<file path="src/rtl/multicycle_control_unit.sv">
// rtl/multicycle_control_unit.sv - multicycle RV32I control FSM; define CTRL_EXT_BRANCH_EN for blt/bge/bltu/bgeu
module multicycle_control_unit #(
   parameter int ALUCTRL_W = 3,
   parameter int MEM_LAT   = 0
) (
   input  logic                 clk,
   input  logic                 reset,
   input  logic [6:0]           op,
   input  logic [2:0]           funct3,
   input  logic                 funct7_5,
   input  logic                 Zero,
   input  logic                 Neg,
   input  logic                 Ovf,
   input  logic                 Carry,
   output logic                 PCWrite,
   output logic                 AdrSrc,
   output logic                 MemWrite,
   output logic                 IRWrite,
   output logic                 RegWrite,
   output logic [1:0]           ResultSrc,
   output logic [1:0]           ALUSrcA,
   output logic [1:0]           ALUSrcB,
   output logic [2:0]           ImmSrc,
   output logic [ALUCTRL_W-1:0] ALUControl,
   output logic [3:0]           state_o,
   output logic                 illegal_o
);

   typedef enum logic [3:0] {
      S_FETCH    = 4'd0,
      S_DECODE   = 4'd1,
      S_MEMADR   = 4'd2,
      S_MEMREAD  = 4'd3,
      S_MEMWB    = 4'd4,
      S_MEMWRITE = 4'd5,
      S_EXECR    = 4'd6,
      S_EXECI    = 4'd7,
      S_ALUWB    = 4'd8,
      S_BRANCH   = 4'd9,
      S_JAL      = 4'd10,
      S_JALRADR  = 4'd11,
      S_EXECU    = 4'd12,
      S_TRAP     = 4'd15
   } state_t;

   localparam logic [6:0] OP_LOAD  = 7'b0000011;
   localparam logic [6:0] OP_STORE = 7'b0100011;
   localparam logic [6:0] OP_R     = 7'b0110011;
   localparam logic [6:0] OP_I     = 7'b0010011;
   localparam logic [6:0] OP_BR    = 7'b1100011;
   localparam logic [6:0] OP_JAL   = 7'b1101111;
   localparam logic [6:0] OP_JALR  = 7'b1100111;
   localparam logic [6:0] OP_LUI   = 7'b0110111;
   localparam logic [6:0] OP_AUIPC = 7'b0010111;

   localparam logic [3:0] ALU_ADD  = 4'h0;
   localparam logic [3:0] ALU_SUB  = 4'h1;
   localparam logic [3:0] ALU_AND  = 4'h2;
   localparam logic [3:0] ALU_OR   = 4'h3;
   localparam logic [3:0] ALU_XOR  = 4'h4;
   localparam logic [3:0] ALU_SLT  = 4'h5;
   localparam logic [3:0] ALU_SLL  = 4'h6;
   localparam logic [3:0] ALU_SRL  = 4'h7;
   localparam logic [3:0] ALU_SRA  = 4'h8;
   localparam logic [3:0] ALU_SLTU = 4'h9;

   localparam logic [3:0] LAT = 4'(MEM_LAT);

   state_t     state, state_n;
   logic [3:0] cnt, cnt_n;
   logic [3:0] funct_alu;
   logic       alu_ok;
   logic       br_legal, br_taken;
   logic       last_cycle;
   logic       pcw_en, irw_en, mem_en, reg_en;

   // memory-facing states hold for MEM_LAT extra cycles; this marks the one that completes
   assign last_cycle = (cnt == LAT);
   // sra/sltu only exist in the 4-bit ALU encoding
   assign alu_ok     = (ALUCTRL_W >= 4) || !funct_alu[3];
   assign state_o    = state;

   // write enables are cut the moment reset rises, not at the next edge
   assign PCWrite  = pcw_en & ~reset;
   assign IRWrite  = irw_en & ~reset;
   assign MemWrite = mem_en & ~reset;
   assign RegWrite = reg_en & ~reset;

   // ALU operation selected by funct3/funct7_5 for R- and I-type instructions
   always_comb begin
      funct_alu = ALU_ADD;
      case (funct3)
         3'b000:  funct_alu = (op[5] & funct7_5) ? ALU_SUB : ALU_ADD;
         3'b001:  funct_alu = ALU_SLL;
         3'b010:  funct_alu = ALU_SLT;
         3'b011:  funct_alu = ALU_SLTU;
         3'b100:  funct_alu = ALU_XOR;
         3'b101:  funct_alu = funct7_5 ? ALU_SRA : ALU_SRL;
         3'b110:  funct_alu = ALU_OR;
         default: funct_alu = ALU_AND;
      endcase
   end

   // branch condition from the flags of the rs1-rs2 subtraction, and which funct3 are supported
   always_comb begin
      br_legal = 1'b0;
      br_taken = 1'b0;
      case (funct3)
         3'b000:  br_taken = Zero;
         3'b001:  br_taken = ~Zero;
         3'b100:  br_taken = Neg ^ Ovf;
         3'b101:  br_taken = ~(Neg ^ Ovf);
         3'b110:  br_taken = ~Carry;
         3'b111:  br_taken = Carry;
         default: br_taken = 1'b0;
      endcase
`ifdef CTRL_EXT_BRANCH_EN
      br_legal = (funct3[2:1] != 2'b01);
`else
      br_legal = (funct3[2:1] == 2'b00);
`endif
   end

   // state, wait counter and sticky trap flag
   always_ff @(posedge clk or posedge reset) begin
      if (reset) begin
         state     <= S_FETCH;
         cnt       <= 4'd0;
         illegal_o <= 1'b0;
      end else begin
         state <= state_n;
         cnt   <= cnt_n;
         if (state_n == S_TRAP) illegal_o <= 1'b1;
      end
   end

   // next-state sequencing; the counter only runs while a memory state is stalling
   always_comb begin
      state_n = state;
      cnt_n   = 4'd0;
      case (state)
         S_FETCH:    if (last_cycle) state_n = S_DECODE; else cnt_n = cnt + 4'd1;
         S_DECODE: begin
            case (op)
               OP_LOAD, OP_STORE: state_n = S_MEMADR;
               OP_R:              state_n = alu_ok ? S_EXECR : S_TRAP;
               OP_I:              state_n = alu_ok ? S_EXECI : S_TRAP;
               OP_BR:             state_n = br_legal ? S_BRANCH : S_TRAP;
               OP_JAL:            state_n = S_JAL;
               OP_JALR:           state_n = S_JALRADR;
               OP_LUI, OP_AUIPC:  state_n = S_EXECU;
               default:           state_n = S_TRAP;
            endcase
         end
         S_MEMADR:   state_n = op[5] ? S_MEMWRITE : S_MEMREAD;
         S_MEMREAD:  if (last_cycle) state_n = S_MEMWB; else cnt_n = cnt + 4'd1;
         S_MEMWB:    state_n = S_FETCH;
         S_MEMWRITE: if (last_cycle) state_n = S_FETCH; else cnt_n = cnt + 4'd1;
         S_EXECR, S_EXECI, S_EXECU: state_n = S_ALUWB;
         S_ALUWB:    state_n = S_FETCH;
         S_BRANCH:   state_n = S_FETCH;
         S_JAL:      state_n = S_ALUWB;
         S_JALRADR:  state_n = S_JAL;
         default:    state_n = S_TRAP;
      endcase
   end

   // datapath selects and raw enables per state
   always_comb begin
      pcw_en     = 1'b0;
      irw_en     = 1'b0;
      mem_en     = 1'b0;
      reg_en     = 1'b0;
      AdrSrc     = 1'b0;
      ResultSrc  = 2'b00;
      ALUSrcA    = 2'b00;
      ALUSrcB    = 2'b00;
      ALUControl = ALUCTRL_W'(ALU_ADD);
      case (state)
         S_FETCH: begin
            ALUSrcB   = 2'b10;
            ResultSrc = 2'b10;
            irw_en    = last_cycle;
            pcw_en    = last_cycle;
         end
         S_DECODE: begin
            ALUSrcA = 2'b01;
            ALUSrcB = 2'b01;
         end
         S_MEMADR, S_JALRADR: begin
            ALUSrcA = 2'b10;
            ALUSrcB = 2'b01;
         end
         S_MEMREAD:  AdrSrc = 1'b1;
         S_MEMWB: begin
            ResultSrc = 2'b01;
            reg_en    = 1'b1;
         end
         S_MEMWRITE: begin
            AdrSrc = 1'b1;
            mem_en = last_cycle;
         end
         S_EXECR: begin
            ALUSrcA    = 2'b10;
            ALUControl = ALUCTRL_W'(funct_alu);
         end
         S_EXECI: begin
            ALUSrcA    = 2'b10;
            ALUSrcB    = 2'b01;
            ALUControl = ALUCTRL_W'(funct_alu);
         end
         S_ALUWB:    reg_en = 1'b1;
         S_BRANCH: begin
            ALUSrcA    = 2'b10;
            ALUControl = ALUCTRL_W'(ALU_SUB);
            pcw_en     = br_taken;
         end
         S_JAL: begin
            ALUSrcA = 2'b01;
            ALUSrcB = 2'b10;
            pcw_en  = 1'b1;
         end
         S_EXECU: begin
            ALUSrcA = op[5] ? 2'b11 : 2'b01;
            ALUSrcB = 2'b01;
         end
         default: ;
      endcase
   end

   // immediate format depends only on the opcode
   always_comb begin
      ImmSrc = 3'b000;
      case (op)
         OP_STORE:         ImmSrc = 3'b001;
         OP_BR:            ImmSrc = 3'b010;
         OP_JAL:           ImmSrc = 3'b011;
         OP_LUI, OP_AUIPC: ImmSrc = 3'b100;
         default:          ImmSrc = 3'b000;
      endcase
   end

endmodule

</file>
<file path="config.mk">
export PLATFORM = sky130hd
export DESIGN_NAME = multicycle_control_unit
export DESIGN_NICKNAME = d
export VERILOG_FILES = /design/src/rtl/multicycle_control_unit.sv
export SDC_FILE = /design/constraint.sdc
export NUM_CORES = 1
export LEC_CHECK = 0
export BUFFER_PORTS_ARGS = -buffer_cell sky130_fd_sc_hd__buf_4
export CAP_MARGIN = 20
export CORE_UTILIZATION = 45
export CTS_BUF_LIST = sky130_fd_sc_hd__clkbuf_16
export DETAILED_ROUTE_END_ITERATION = 7
export PLACE_DENSITY = 0.73
export SETUP_SLACK_MARGIN = 0.02
export SYNTH_ARGS = -nofsm -noshare
export SYNTH_HDL_FRONTEND = slang
export SYNTH_SLANG_ARGS = --single-unit
</file>
<file path="constraint.sdc">
create_clock -name clk -period 1.9 [get_ports clk]
set_input_delay 0.38 -clock clk [delete_from_list [all_inputs] [get_ports clk]]
set_output_delay 0.38 -clock clk [all_outputs]
set_load 0.01 [all_outputs]
</file>
# After elaboration in Yosys (flattened, before gate mapping)
# Index checks and enable logic that the tools add are counted.
# word_totals
ff_bits	9
latch_bits	0
mem_bits_rw	0
rom_bits	0
inputBits	17
output_inout_bits	22
n_memories	0
# classes
n_addsub	1
n_mul	0
div_mod_pow	0
n_lt_le_gt_ge	0
eq_ne	29
shift	0
mux	26
bitwise_logic	10
reduce_logical	16
# ops
op	count
4-bit case mux with 7 select lines	2
4-bit 2-to-1 mux	8
4-bit case mux with 8 select lines	1
4-bit == test, second input constant	6
7-bit by 6-bit == test with 1-bit output, second input constant	3
7-bit == test, second input constant	3
4-bit by 3-bit == test with 1-bit output, second input constant	4
7-bit by 5-bit == test with 1-bit output, second input constant	2
2-bit OR reduction	7
3-bit == test, second input constant	4
3-bit case mux with 4 select lines	1
5-bit OR reduction	2
4-bit by 2-bit == test with 1-bit output, second input constant	2
4-bit zero test	2
2-bit case mux with 2 select lines	2
7-bit by 2-bit == test with 1-bit output, second input constant	1
3-bit by 2-bit == test with 1-bit output, second input constant	2
3-bit 2-to-1 mux	2
1-bit case mux with 6 select lines	1
2-bit case mux with 3 select lines	1
3-bit case mux with 2 select lines	1
3-bit OR reduction	2
1-bit bitwise AND	5
1-bit 2-to-1 mux	5
10 further kinds	13

# Logic depth before layout (Yosys ltp)
# Gate-level depths: netlist of the first run.
# logic_depth
word_depth	7
ltp_mapped	6
mapped_depth_nobuf	6

# Least setup slack after synthesis of the first run
# Ideal clock, no wire load.
# synth_path
kind	register to output
start	register state[2], in the netlist state_o[2]
end	output port RegWrite
t_arrival_ns	1.622
required_time_ns	1.520
path_slack_ns	-0.102
path_stages_with_launch	5
cell_sequence	dfrtp_1 > buf_2 > buf_2 > nand2b_1 > a2111oi_0
# synth_between
elab_chain_len	4
# synth_rtl
item	line_no	text
start: declaration	69	state_t state, state_n;
start signal: assignment	131	state <= state_n;
4-bit == test / 4-bit by 3-bit == test with 1-bit output (equally long branches)	179	case (state)
2-bit OR reduction (no source line) (*)	-	
1-bit 2-to-1 mux (*)	179	
1-bit bitwise AND (*)	87	assign RegWrite = reg_en & ~reset;
end: declaration	19	output logic RegWrite,
# Every way passes the cells marked *; elsewhere a longest branch is shown, timed or not.

# Worst setup path after layout of the first run
# layout_path
start	register cnt[0]
end	output port PCWrite
# layout_between
elab_chain_len	3
# layout_rtl
item	line_no	text
start: declaration	70	logic [3:0] cnt, cnt_n;
start signal: assignment	132	cnt <= cnt_n;
4-bit zero test	78	assign last_cycle = (cnt == LAT);
1-bit case mux with 3 select lines	179	
1-bit bitwise AND	84	assign PCWrite = pcw_en & ~reset;
end: declaration	15	output logic PCWrite,
# Every way passes these cells.

==> impl.org, run 1 <==
** Outcome
- The run finished, with violations left.
- Violated checks :: setup timing

** Final layout
- The finished cells cover 0.00175 mm².
- Cells with a size suffix above 1 make up 42.1% of the layout.
- The finished layout holds 237 standard cells, fillers aside.
- The layout has 164 filler cells.
- Cells fill 77.0% of the core in the end.
- Area added between synthesis and finish :: 55.9%
- Final Net Count :: 229
- 0 antenna diodes ended up in the layout.
- Area of combinational cells with multiple inputs :: 861 µm²
- The sequential cells in the finished layout cover a total of 229 µm².

** GRT
- The number of global-route vias before repair is 1,303.
- Global routing finished with a remaining overflow of 0.
- Wire length of the first global-routing pass :: 5640 µm
- Overall global routing resource usage :: 27.6%
- The initial antenna violation count was 0.
- Pin count of the biggest net entering global routing :: 14

** Critical path
- Worst Setup Path Type :: flip-flop to primary output
- Cell with the largest stage delay on the worst path :: or3b_4
- Critical R2R Launch :: cnt[0]
- Combined buffer and inverter count along the critical path :: 2
- The signal on the critical path passes through inv_1, ha_1, or3b_4, nor3_4, nor3_1, a21oi_1, buf_4.
- In this design, the stage delay of the slowest critical-path cell is 0.42 ns.
- Along the worst path, the maximum fanout reaches 3.
- STA classifies the critical path startpoint as a flip-flop.
- Broken down by cell family, the worst path's largest delay share belongs to simple AND/OR/NAND/NOR gates.
- Crit path capture type :: primary output
- Data on the critical path is required at its endpoint by 1.52 ns.
- Data on the critical path arrives at its endpoint at 1.70 ns.
- Critical path startpoint :: cnt[0]

** Synthesis
- In this run the cell area of the synthesized design comes to 0.00112 mm².
- By area the synthesized netlist is led by dfrtp_1 20%, nor3_1 7.1%, nand2_1 4.0%, inv_1 3.3%, nand2b_1 3.3%.
- In this run the mean area of a mapped cell was 7.44 µm².
- For this run, the register share of the synthesized area comes to 20.0%.
- For this run, the leading register cell type out of synthesis is dfrtp_1.
- The biggest area contributor in the post-synthesis netlist is dfrtp_1.
- Fraction of registers with async set/reset :: 100%
- Yosys printed 0 warnings.
- Yosys instantiated no cell more often than nor3_1.
- The synthesized design contains 9 register bits.
- Yosys mapped the design onto 50 distinct sky130hd cell types.
- By count the netlist is led by 16 x nor3_1, 12 x nand2_1, 10 x inv_1.
- Yosys mapped a number of flops with a built-in enable equal to 0.
- Cells after Synth :: 151
- Summed over its instances, the top area cell type makes up 20.0% of the synthesized netlist area.
- The number of nets handed over by synthesis was 170.

** Place
- The number of placed instances, taps included, is 225.
- Worst slack, placed :: 0.0407 ns
- Routability cong. :: 0.850
- After detailed placement, the total cell area comes to 0.00154 mm².
- The HPWL after detailed placement is 2530 µm.
- In this run the tool buffered the top-level ports with 38 buffer cells.

** Clocking
- Clock-pin slew was measured on the worst setup and hold paths at 0.04 ns.
- The clock net in this run drives a total of 9 sinks.
- In this run the number of H-tree levels came out at 1.
- Clock tree from TritonCTS :: done
- Clock root buffer :: clkbuf_16
- Maximum clock path buffer count :: 2
- Clock tree synthesis inserted a total of 3 buffers.
- The later pin in the worst-skew pair is clocked with a latency of 0.23 ns.

** Route
- The count of nets left with antenna violations once routing finished came out at 0.
- After detailed routing, the number of vias per cell comes to 5.99.
- Detailed-route via count :: 1,420
- Number of iterations in the first detailed-routing pass :: 4
- The routed design has 3720 µm of wire.
- Routed length per instance :: 15.7 µm
- In this run, the number of DRC markers left after iteration 0 of detailed routing was 60.
- After detailed routing, the number of remaining DRC violations is 0.

** Die
- After floorplanning, the core was divided into 17 placement rows.
- Die area :: 0.00270 mm²
- In this run the standard cell core region covers 0.00228 mm².
- For this configuration, the core starts out at a cell density of 49.4%.
- Die Span X :: 52.0 µm
- 39 I/O pins were placed.
- Die Ht :: 52.0 µm

** Power and ir drop
- Net switching power :: 0.140 mW
- Across the VDD grid, the largest voltage drop is 1.02 mV.
- Summed over all cells, the static leakage comes to 0.766 nW.
- Power spread over the standard cell area amounts to 373 mW/mm².
- Combinational cells account for 14.9% of the total power.
- Sw frac :: 21.5%
- Clock share of power :: 55.6%
- Share of power burned in registers :: 29.4%
- Internal power contribution :: 0.514 mW
- After layout, the design draws a total of 0.654 mW.

** Job
- Max_cap viols :: 0

** STA
- Worst Tran Pin Value :: 0.320 ns
- Count of endpoints failing setup in the final report :: 2
- RSZ-0062 raised after global routing :: yes
- Max Transition Viols Final :: 0
- Measured against its own limit, the worst slew margin works out to 78.7%.
- In the post-route analysis, the smallest setup slack over all paths is -0.176 ns.
- Final period util :: 109%
- Maximum clock frequency :: 482 MHz
- Fin Clk Skew :: 0.000651 ns
- Sum of negative setup slack :: -0.320 ns
- The count of endpoints failing hold in the final timing report is 0.
- Clock period minus worst slack :: 2.08 ns
- Fin Hold WS :: 0.213 ns

** Hold path
- Hold WC Path Type :: primary input to asynchronous set/reset pin
==> logic make-up (layout without fill, tap and decap cells) <==
family,count (synthesis),in the layout,share of synthesized area (%)
compound gates,41,41,26.8
xor+xnor,6,6,4.68
fa+ha+maj,3,3,3.12
buf+inv,23,81,9.02
flops,9,9,20.0
mux,1,1,0.891
simple gates,68,68,35.4
==> sequential cells by signal, summed over array words and instances (netlist names) <==
name       count
state_o        4
illegal_o      1
cnt            4
==> worst register-to-register path: cells and delay by family, from the launching register on <==
family	cells	cell delay (ns)
adder cells (fa/ha/maj)	1	0.15
AND/OR/NAND/NOR	1	0.42
AO/OA/AOI/OAI	3	0.50
buffers and inverters	2	0.23
flip-flops	1	0.37
==> cell usage in the layout (no fill, tap or decap), types with 3 or more instances in the layout <==
cell type | netlist | final
nand2_1 | 12 | 12
nor3b_1 | 3 | 3
nand3b_1 | 3 | 3
nor2_1 | 6 | 5
buf_4 | 0 | 65
nor2b_1 | 4 | 3
nand2b_1 | 6 | 4
clkbuf_16 | 0 | 3
inv_1 | 10 | 11
xnor2_1 | 3 | 3
dfrtp_1 | 9 | 6
dfrtp_2 | 0 | 3
o21ai_0 | 7 | 7
nand3_1 | 3 | 3
nor3_1 | 16 | 13
xor2_1 | 3 | 3
a21oi_1 | 7 | 7
==> repair_timing <==
action                                  in CTS  in global routing
buffers inserted                             4                  4
pin swaps                                    0                  3
endpoints found under the setup margin       9                  9
hold endpoints to repair                     0                  0
hold buffers                                 0                  0
gates resized for setup                      8                 12
==> per-layer routing <==
layer  share of wire, %  wire, µm  track usage, %  vias to the layer above
li1                   -         -               -                      683
met1                 42      1560            35.1                      672
met2                 51      1900            48.9                       63
met3                6.4       239            3.80                        2
met4               0.46        17            5.86                        0
met5                  0         0               0                        -
==> cell type report <==
class | instances | area share [%]
clock buffers | 3 | 4.29
clock inverters | 1 | 0.214
inverters | 10 | 2.14
multi-input cells | 119 | 49.1
flip-flops and latches | 9 | 13.1
well taps | 28 | 2.00
repair buffers | 67 | 29.1
==> power by group through the flow <==
stage | logic (mW) | registers [mW] | clock network, mW
6_report | 0.0977 | 0.193 | 0.364
5_1_grt | 0.107 | 0.192 | 0.378
4_1_cts | 0.0957 | 0.193 | 0.363
3_5_place_dp | 0.0947 | 0.195 | 0
3_3_place_gp | 0.0910 | 0.195 | 0
2_1_floorplan | 0.0515 | 0.195 | 0
==> worst paths after layout <==
check                      slack, ns          to  depth (start not counted)
setup reg to reg                0.10   illegal_o                          7
max in group asynchronous       1.54  state_o[2]                          3
hold reg to reg                 0.50   illegal_o                          2
min in group clk                0.50   illegal_o                          2
setup / recovery               -0.18     PCWrite                          7
hold / removal                  0.21      cnt[3]                          3
Power figures use the tool's default switching activity.
==> run 2: changes to the inputs <==
--- a/config.mk
+++ b/config.mk
@@ -8,7 +8,6 @@
 export BUFFER_PORTS_ARGS = -buffer_cell sky130_fd_sc_hd__buf_4
 export CAP_MARGIN = 20
 export CORE_UTILIZATION = 45
-export CTS_BUF_LIST = sky130_fd_sc_hd__clkbuf_16
 export DETAILED_ROUTE_END_ITERATION = 7
 export PLACE_DENSITY = 0.73
 export SETUP_SLACK_MARGIN = 0.02
==> run 2 against run 1 <==
Combinational power grew 2%. Flip-flop and latch count is the same. Design area grew 6.9%. Setup slack lost 0.052 ns. Critical endpoint unchanged. Sequential power is essentially flat. Global-route usage grew 1.1 points. The flow still finishes with violations (setup timing). Critical path type unchanged. Largest power group is now registers. Sequential share of layout area shrank 0.85 points. Worst hold slack lost 0.042 ns.
==> impl.org, run 2 (synthesis gave the netlist of run 1 again) <==
** Power and ir drop
- Of the total power, combinational logic draws 23.0%.
- Areal power density over the cells :: 231 mW/mm²
- Internal power contribution :: 0.319 mW
- The clock network is responsible for 32.7% of the overall power.
- Maximum VDD drop :: 0.489 mV
- The analysis attributes to cell leakage a power of 0.834 nW.
- Of the total power, registers draw 44.3%.
- Sw frac :: 26.3%
- Net switching power :: 0.114 mW

** Clocking
- TritonCTS built the clock tree.
- Maximum clock path buffer count :: 2
- CTS saw 9 sinks.
- CTS buffer count :: 3
- Clock latency on the worst-skew pair, taken at its later pin, is 0.25 ns.
- Clock root buffer :: clkbuf_4
- After clock tree synthesis, the clock-pin slew on the worst setup and hold paths is 0.06 ns.
- CTS H-Tree Depth :: 1

** GRT
- The initial antenna violation count is 0.
- Wire length of the first global-routing pass :: 5850 µm
- Number of global-route vias before repair :: 1,305
- Entering global routing, the biggest net connects 14 pins.
- Overall overflow remaining after global route :: 0
- Overall global routing resource usage :: 28.7%

** Final layout
- In the final design database the tool counted 239 nets.
- Layout cell share with drive strength beyond 1 :: 47.5%
- The multi-input combinational cells in the finished layout cover a total of 901 µm².
- Antenna diode instance count :: 0
- Leaving out fill and tap cells, the most frequent cell in the layout is buf_4.
- Design area :: 0.00187 mm²
- Area added between synthesis and finish :: 66.7%
- Area of all sequential standard cells :: 229 µm²
- Counting the fill cells in the layout gives 148.
- Leading cell types in the layout, fill and taps excluded :: 67 x buf_4, 12 x nand2_1, 12 x nor3_1

** Place
- Instance area after placement :: 0.00154 mm²
- Routability cong. :: 0.850
- Once detailed placement completed, the half-perimeter wirelength came to 2530 µm.
- Worst slack, placed :: 0.0407 ns
- Port buffering added 38 buffers.

** Die
- CORE AREA :: 0.00228 mm²
- The die is 52.0 µm wide.
- Number of placement rows :: 17
- Die area :: 0.00270 mm²
- Once the floorplan was initialized, standard cells occupied 49.4% of the core.
- Die Ht :: 52.0 µm
- I/O pin cnt :: 39

** Job
- The tool flagged a number of max-cap violations equal to 0.

** Critical path
- STA puts the critical path data arrival time at 1.75 ns.
- The signal on the critical path passes through inv_1, ha_1, or3b_4, nor3_4, nor3_1, a21oi_1, buf_4.
- Maximum fanout along the worst path :: 3
- Crit path capture type :: primary output
- Cell with the largest stage delay on the worst path :: or3b_4
- In this run the critical register-to-register path is launched from cnt[0].
- In this design, the stage delay of the slowest critical-path cell is 0.41 ns.
- The critical path is of the flip-flop to primary output type.
- Critical path startpoint :: cnt[0]
- The critical path contains buffers and inverters numbering 2 combined.
- Kind of start point of the critical path :: flip-flop
- Endpoint required time on the critical path :: 1.52 ns
- Gate family responsible for the most delay along the worst path :: simple AND/OR/NAND/NOR gates

** Route
- Detailed routing inserted a total of 1,483 vias.
- The pre-antenna-repair detailed-routing pass consisted of 4 iterations.
- The detail route stage leaves a number of antenna-violating nets equal to 0.
- Drt total wl :: 4100 µm
- Dividing the detail-routed via count by the number of cells gives 6.00.
- Routed length per instance :: 16.6 µm
- After detailed routing, the number of remaining DRC violations is 0.
- After the first detailed-routing iteration, the DRC count stood at 53.

** STA
- Worst Tran Pin Value :: 0.358 ns
- Setup slack on the critical path of the routed design comes to -0.228 ns.
- Based on the critical path, the design can be clocked at up to 470 MHz.
- Count of endpoints failing setup in the final report :: 4
- Fin Clk Skew :: 0.00144 ns
- Hold is met by 0.172 ns.
- The number of pins with negative max-slew slack in the final report was 0.
- Headroom to the max-slew limit :: 76.1%
- Final period util :: 112%
- RSZ-0062 raised after global routing :: yes
- The count of endpoints failing hold in the final timing report came to 0.
- Clock period minus worst slack :: 2.13 ns

** Hold path
- Hold WC Path Type :: primary input to asynchronous set/reset pin

** Outcome
- Violated checks :: setup timing
- The flow ran to the end, but the final reports show violations.
-- run 2: cell types whose count changed in the layout (fill, tap and decap cells not counted), sizes merged --
cell and change:
buf +7, clkbuf +4, inv -1
-- run 2: power groups by stage --
| stage | combinational (mW) | sequential, mW | clock, mW |
|---|---|---|---|
| global placement | 0.0910 | 0.195 | 0 |
| detailed placement | 0.0947 | 0.195 | 0 |
| global route | 0.108 | 0.191 | 0.155 |
| finish | 0.0996 | 0.192 | 0.141 |
| floorplan | 0.0515 | 0.195 | 0 |
| CTS | 0.0956 | 0.192 | 0.147 |
-- run 2: layout make-up --
class / count / share of cell area, %
multi-input combinational: 119 / 48.1
timing repair buffer: 77 / 34.4
sequential: 9 / 12.2
inverter: 10 / 2.00
tap: 28 / 1.87
clock buffer: 4 / 1.40
-- run 2: repair_timing --
item / 4_1_cts / 5_1_grt
gates resized for setup: 10 / 31
gates cloned: 0 / 2
endpoints found under the hold margin: 0 / 0
hold buffers: 0 / 0
setup buffers: 7 / 9
pin swaps: 2 / 3
endpoints found under the setup margin: 9 / 11
-- run 2: metal layers --
layer | share of wire [%] | track usage, %
met1 | 42 | 35.8
met2 | 50 | 51.7
met3 | 6.3 | 5.26
met4 | 1.6 | 4.05
met5 | 0 | 0
-- run 2: final timing paths --
check	end	slack, ns	depth (start not counted)
min reg2reg	illegal_o	0.51	2
max	PCWrite	-0.23	7
min in group clk	state_o[0]	0.49	3
max reg2reg	illegal_o	0.11	7
min	state_o[1]	0.17	3
max in group asynchronous	state_o[2]	1.58	3
-- run 2: stage by stage --
step	setup TNS [ns]	instances	total power, mW	utilization [%]
final	-0.483	247	0.433	82.3
after global routing	-0.896	247	0.455	82.3
after CTS	-0.344	236	0.434	72.3
after detailed placement	0	225	0.290	67.7
after global placement	0	225	0.286	67.7
after floorplan	0	151	0.247	-
-- run 2: worst min-delay path, stage by stage --
cell   delay, ns
buf_4       0.13
inv_1       0.08
buf_4       0.18
==> run 3: changes to the inputs <==
--- a/config.mk
+++ b/config.mk
@@ -7,6 +7,7 @@
 export LEC_CHECK = 0
 export BUFFER_PORTS_ARGS = -buffer_cell sky130_fd_sc_hd__buf_4
 export CAP_MARGIN = 20
+export CORE_MARGIN = 10
 export CORE_UTILIZATION = 45
 export DETAILED_ROUTE_END_ITERATION = 7
 export PLACE_DENSITY = 0.73
==> constraint.sdc (replaced) <==
create_clock -name clk -period 2.3 [get_ports clk]
set_input_delay 0.46 -clock clk [delete_from_list [all_inputs] [get_ports clk]]
set_output_delay 0.46 -clock clk [all_outputs]
set_load 0.01 [all_outputs]
==> run 3 against run 2 <==
The run now ends clean. Setup slack better by 0.28 ns. First-iteration DRC count rose by 75%. Count of clock-buffer cells in the layout down 1. Routed wire length shrank 18%. Power is 19% lower. Worst hold slack improved by 0.032 ns. Clock skew is 0.0076 ns higher. Non-clock buffer count fell by 33. Clock power fell by 18%. Design area shrank 21%. Highest routed layer is now met3.
==> impl.org, run 3 (synthesis gave the netlist of run 1 again) <==
** Outcome
- Status :: complete, no violations

** Critical path
- Crit path capture type :: primary output
- By startpoint and endpoint, the worst setup path is classified as flip-flop to primary output.
- Register-to-register setup slack :: 0.39 ns
- Slowest cell delay on critical path :: 0.41 ns
- The worst register-to-register path begins at state_o[2].
- On the critical path, the stage with the largest delay is an instance of dfrtp_1.
- Along the worst path, the maximum fanout reaches 4.
- STA classifies the critical path startpoint as a flip-flop.
- The critical path goes through inv_1, ha_1, or3b_4, nor3_2, nor3_1, a21oi_1, buf_4.
- Endpoint required time on the critical path :: 1.84 ns
- Data arrival time at the worst-slack endpoint :: 1.79 ns
- The endpoint identified for the worst register-to-register timing path is illegal_o.
- R2r worst-path depth :: 5

** GRT
- The first global-routing pass estimated 5640 µm of wire.
- Overall overflow remaining after global route :: 0
- Global routing consumed, over all layers together, 13.0% of the routing resources.
- The number of global-route vias before repair was 1,210.
- Antenna violations before repair :: 0
- Entering global routing, the biggest net connects 22 pins.

** Job
- Max-cap violations in this run came to 0.

** Route
- Number of iterations in the first detailed-routing pass :: 4
- Wire segments on met3 add up to 172 µm in the final route.
- In the routed layout, each cell is associated on average with a via count of 5.83.
- Drt total wl :: 3360 µm
- Wire length the detailed router placed on met1 :: 1570 µm
- After detailed routing, the met2 layer carries 1620 µm of wire.
- Once detail routing completed, the nets flagged for antenna violations numbered 0.
- The first routing iteration left 93 violations.
- For this block, the via count after detailed routing is 1,259.
- Uppermost layer routed :: met3
- Dividing the detail-routed wire length by the instance count gives 15.6 µm.
- In the routed design, unresolved DRC markers number 0.

** STA
- The number of pins with negative max-slew slack in the final report was 0.
- RSZ-0062 raised after global routing :: yes
- Maximum clock frequency :: 445 MHz
- Headroom to the max-slew limit :: 68.4%
- Fin Clk Skew :: 0.00907 ns
- Setup violations remaining at the end of the flow were counted as 0.
- Final period util :: 97.7%
- Clock period minus worst slack :: 2.25 ns
- Worst Tran Pin Value :: 0.471 ns
- The count of endpoints failing hold in the final timing report came to 0.

** Power and ir drop
- VDD sags by at most 0.312 mV.
- The design draws 0.351 mW.
- Power spread over the standard cell area amounts to 238 mW/mm².
- Leak pwr :: 0.600 nW

** Final layout
- The net count of the finished layout is 206.
- Area added between synthesis and finish :: 31.2%
- Non-filler cells, final :: 216
- In the layout the commonest cells are 44 x buf_4, 15 x nor3_1, 12 x nand2_1.
- Antenna diode instance count :: 0
- Most common cell after layout, fill and taps aside :: buf_4
- After filler insertion, the fill cell instance count of the layout stands at 236.
- Of the cells placed in the final design, the portion with a size suffix greater than 1 is 31.2%.

** Place
- Count of buffers inserted at the top-level ports :: 38
- Once detailed placement completed, the half-perimeter wirelength came to 2690 µm.
- Counting tap cells, the placed design contains a total of 212 instances.
- Routability cong. :: 0.831

** Die
- I/O pin cnt :: 39
- In this run the vertical extent of the chip is 70.0 µm.
- Measured along the x axis, the die boundary spans 70.0 µm.
- The floorplan has 18 rows.
- The core region is 0.00243 mm².
- Effective utilization at floorplan :: 46.2%
- The floorplan step defined a die boundary enclosing 0.00490 mm².

** Clocking
- Clock insertion delay at the later pin of the skew report :: 0.26 ns
- After clock tree synthesis, the clock-pin slew on the worst setup and hold paths is 0.06 ns.
- CTS buffer count :: 3
- Clock root buffer :: clkbuf_4
- Clock tree from TritonCTS :: done
- Clock tree synthesis found a total of 9 sinks.
- Maximum clock path buffer count :: 2
- CTS built an H-tree with a depth of 1.

** Hold path
- Hold WC Path Type :: primary input to asynchronous set/reset pin
==> run 3: changes by cell type in the layout (fill, tap and decap cells not counted), sizes merged <==
cell	change
buf	-30
clkbuf	-4
clkinv	+1
==> run 3: where the power goes <==
part	switching [mW]	leakage [nW]	total [mW]	internal, mW
Sequential	0	0.0987	0.158	0.158
Combinational	0.0394	0.483	0.0766	0.0371
Clock	0.0524	0.0177	0.116	0.0639
==> run 3: layout make-up <==
type / count / area, µm² / share of cell area, %
Sequential cell: 9 / 229 / 15.5
Multi-Input combinational cell: 119 / 812 / 55.1
Timing Repair Buffer: 44 / 330 / 22.4
Clock inverter: 1 / 5.00 / 0.340
Inverter: 10 / 37.5 / 2.55
Clock buffer: 3 / 22.5 / 1.53
Tap cell: 30 / 37.5 / 2.55
==> run 3: how the worst max path moves through the flow <==
stage | from | endpoint | slack [ns] | cells past startpoint
after floorplan | state_o[2] | RegWrite | 0.22 | 4
after global placement | op[3] | ImmSrc[0] | 0.32 | 4
after detailed placement | op[3] | ImmSrc[0] | 0.26 | 4
after CTS | state_o[0] | PCWrite | 0.02 | 5
after global routing | cnt[0] | PCWrite | -0.08 | 7
final | cnt[0] | PCWrite | 0.05 | 7
==> run 3: through the flow <==
stage / utilization [%] / hold WS [ns] / area (µm²) / setup TNS, ns / worst slack [ns]
finish: 60.6 / 0.204 / 1470 / 0 / 0.0531
global route: 60.6 / 0.215 / 1470 / -0.0793 / -0.0793
CTS: 59.9 / 0.189 / 1460 / 0 / 0.0234
detailed placement: 58.7 / 0.475 / 1430 / 0 / 0.256
floorplan: - / 0.293 / 1120 / 0 / 0.218
global placement: 58.7 / 0.466 / 1430 / 0 / 0.318
==> run 3: worst max-delay path, delay by kind of cell (launching register included) <==
| family | cells | cell delay [ns] |
|---|---|---|
| adder cells (fa/ha/maj) | 1 | 0.15 |
| flip-flops | 1 | 0.41 |
| AO/OA/AOI/OAI | 1 | 0.18 |
| buffers and inverters | 2 | 0.22 |
| AND/OR/NAND/NOR | 3 | 0.58 |
==> run 3: metal layers <==
layer	global-route usage (%)	vias up
met5	0	-
met4	3.29	0
met3	2.40	0
met2	22.0	34
met1	16.4	592
li1	-	633
==> run 3: timing repair <==
action / in CTS / in global routing
resized for setup: 1 / 6
endpoints found under the setup margin: 2 / 7
buffers inserted: 0 / 0
hold buffers: 0 / 0
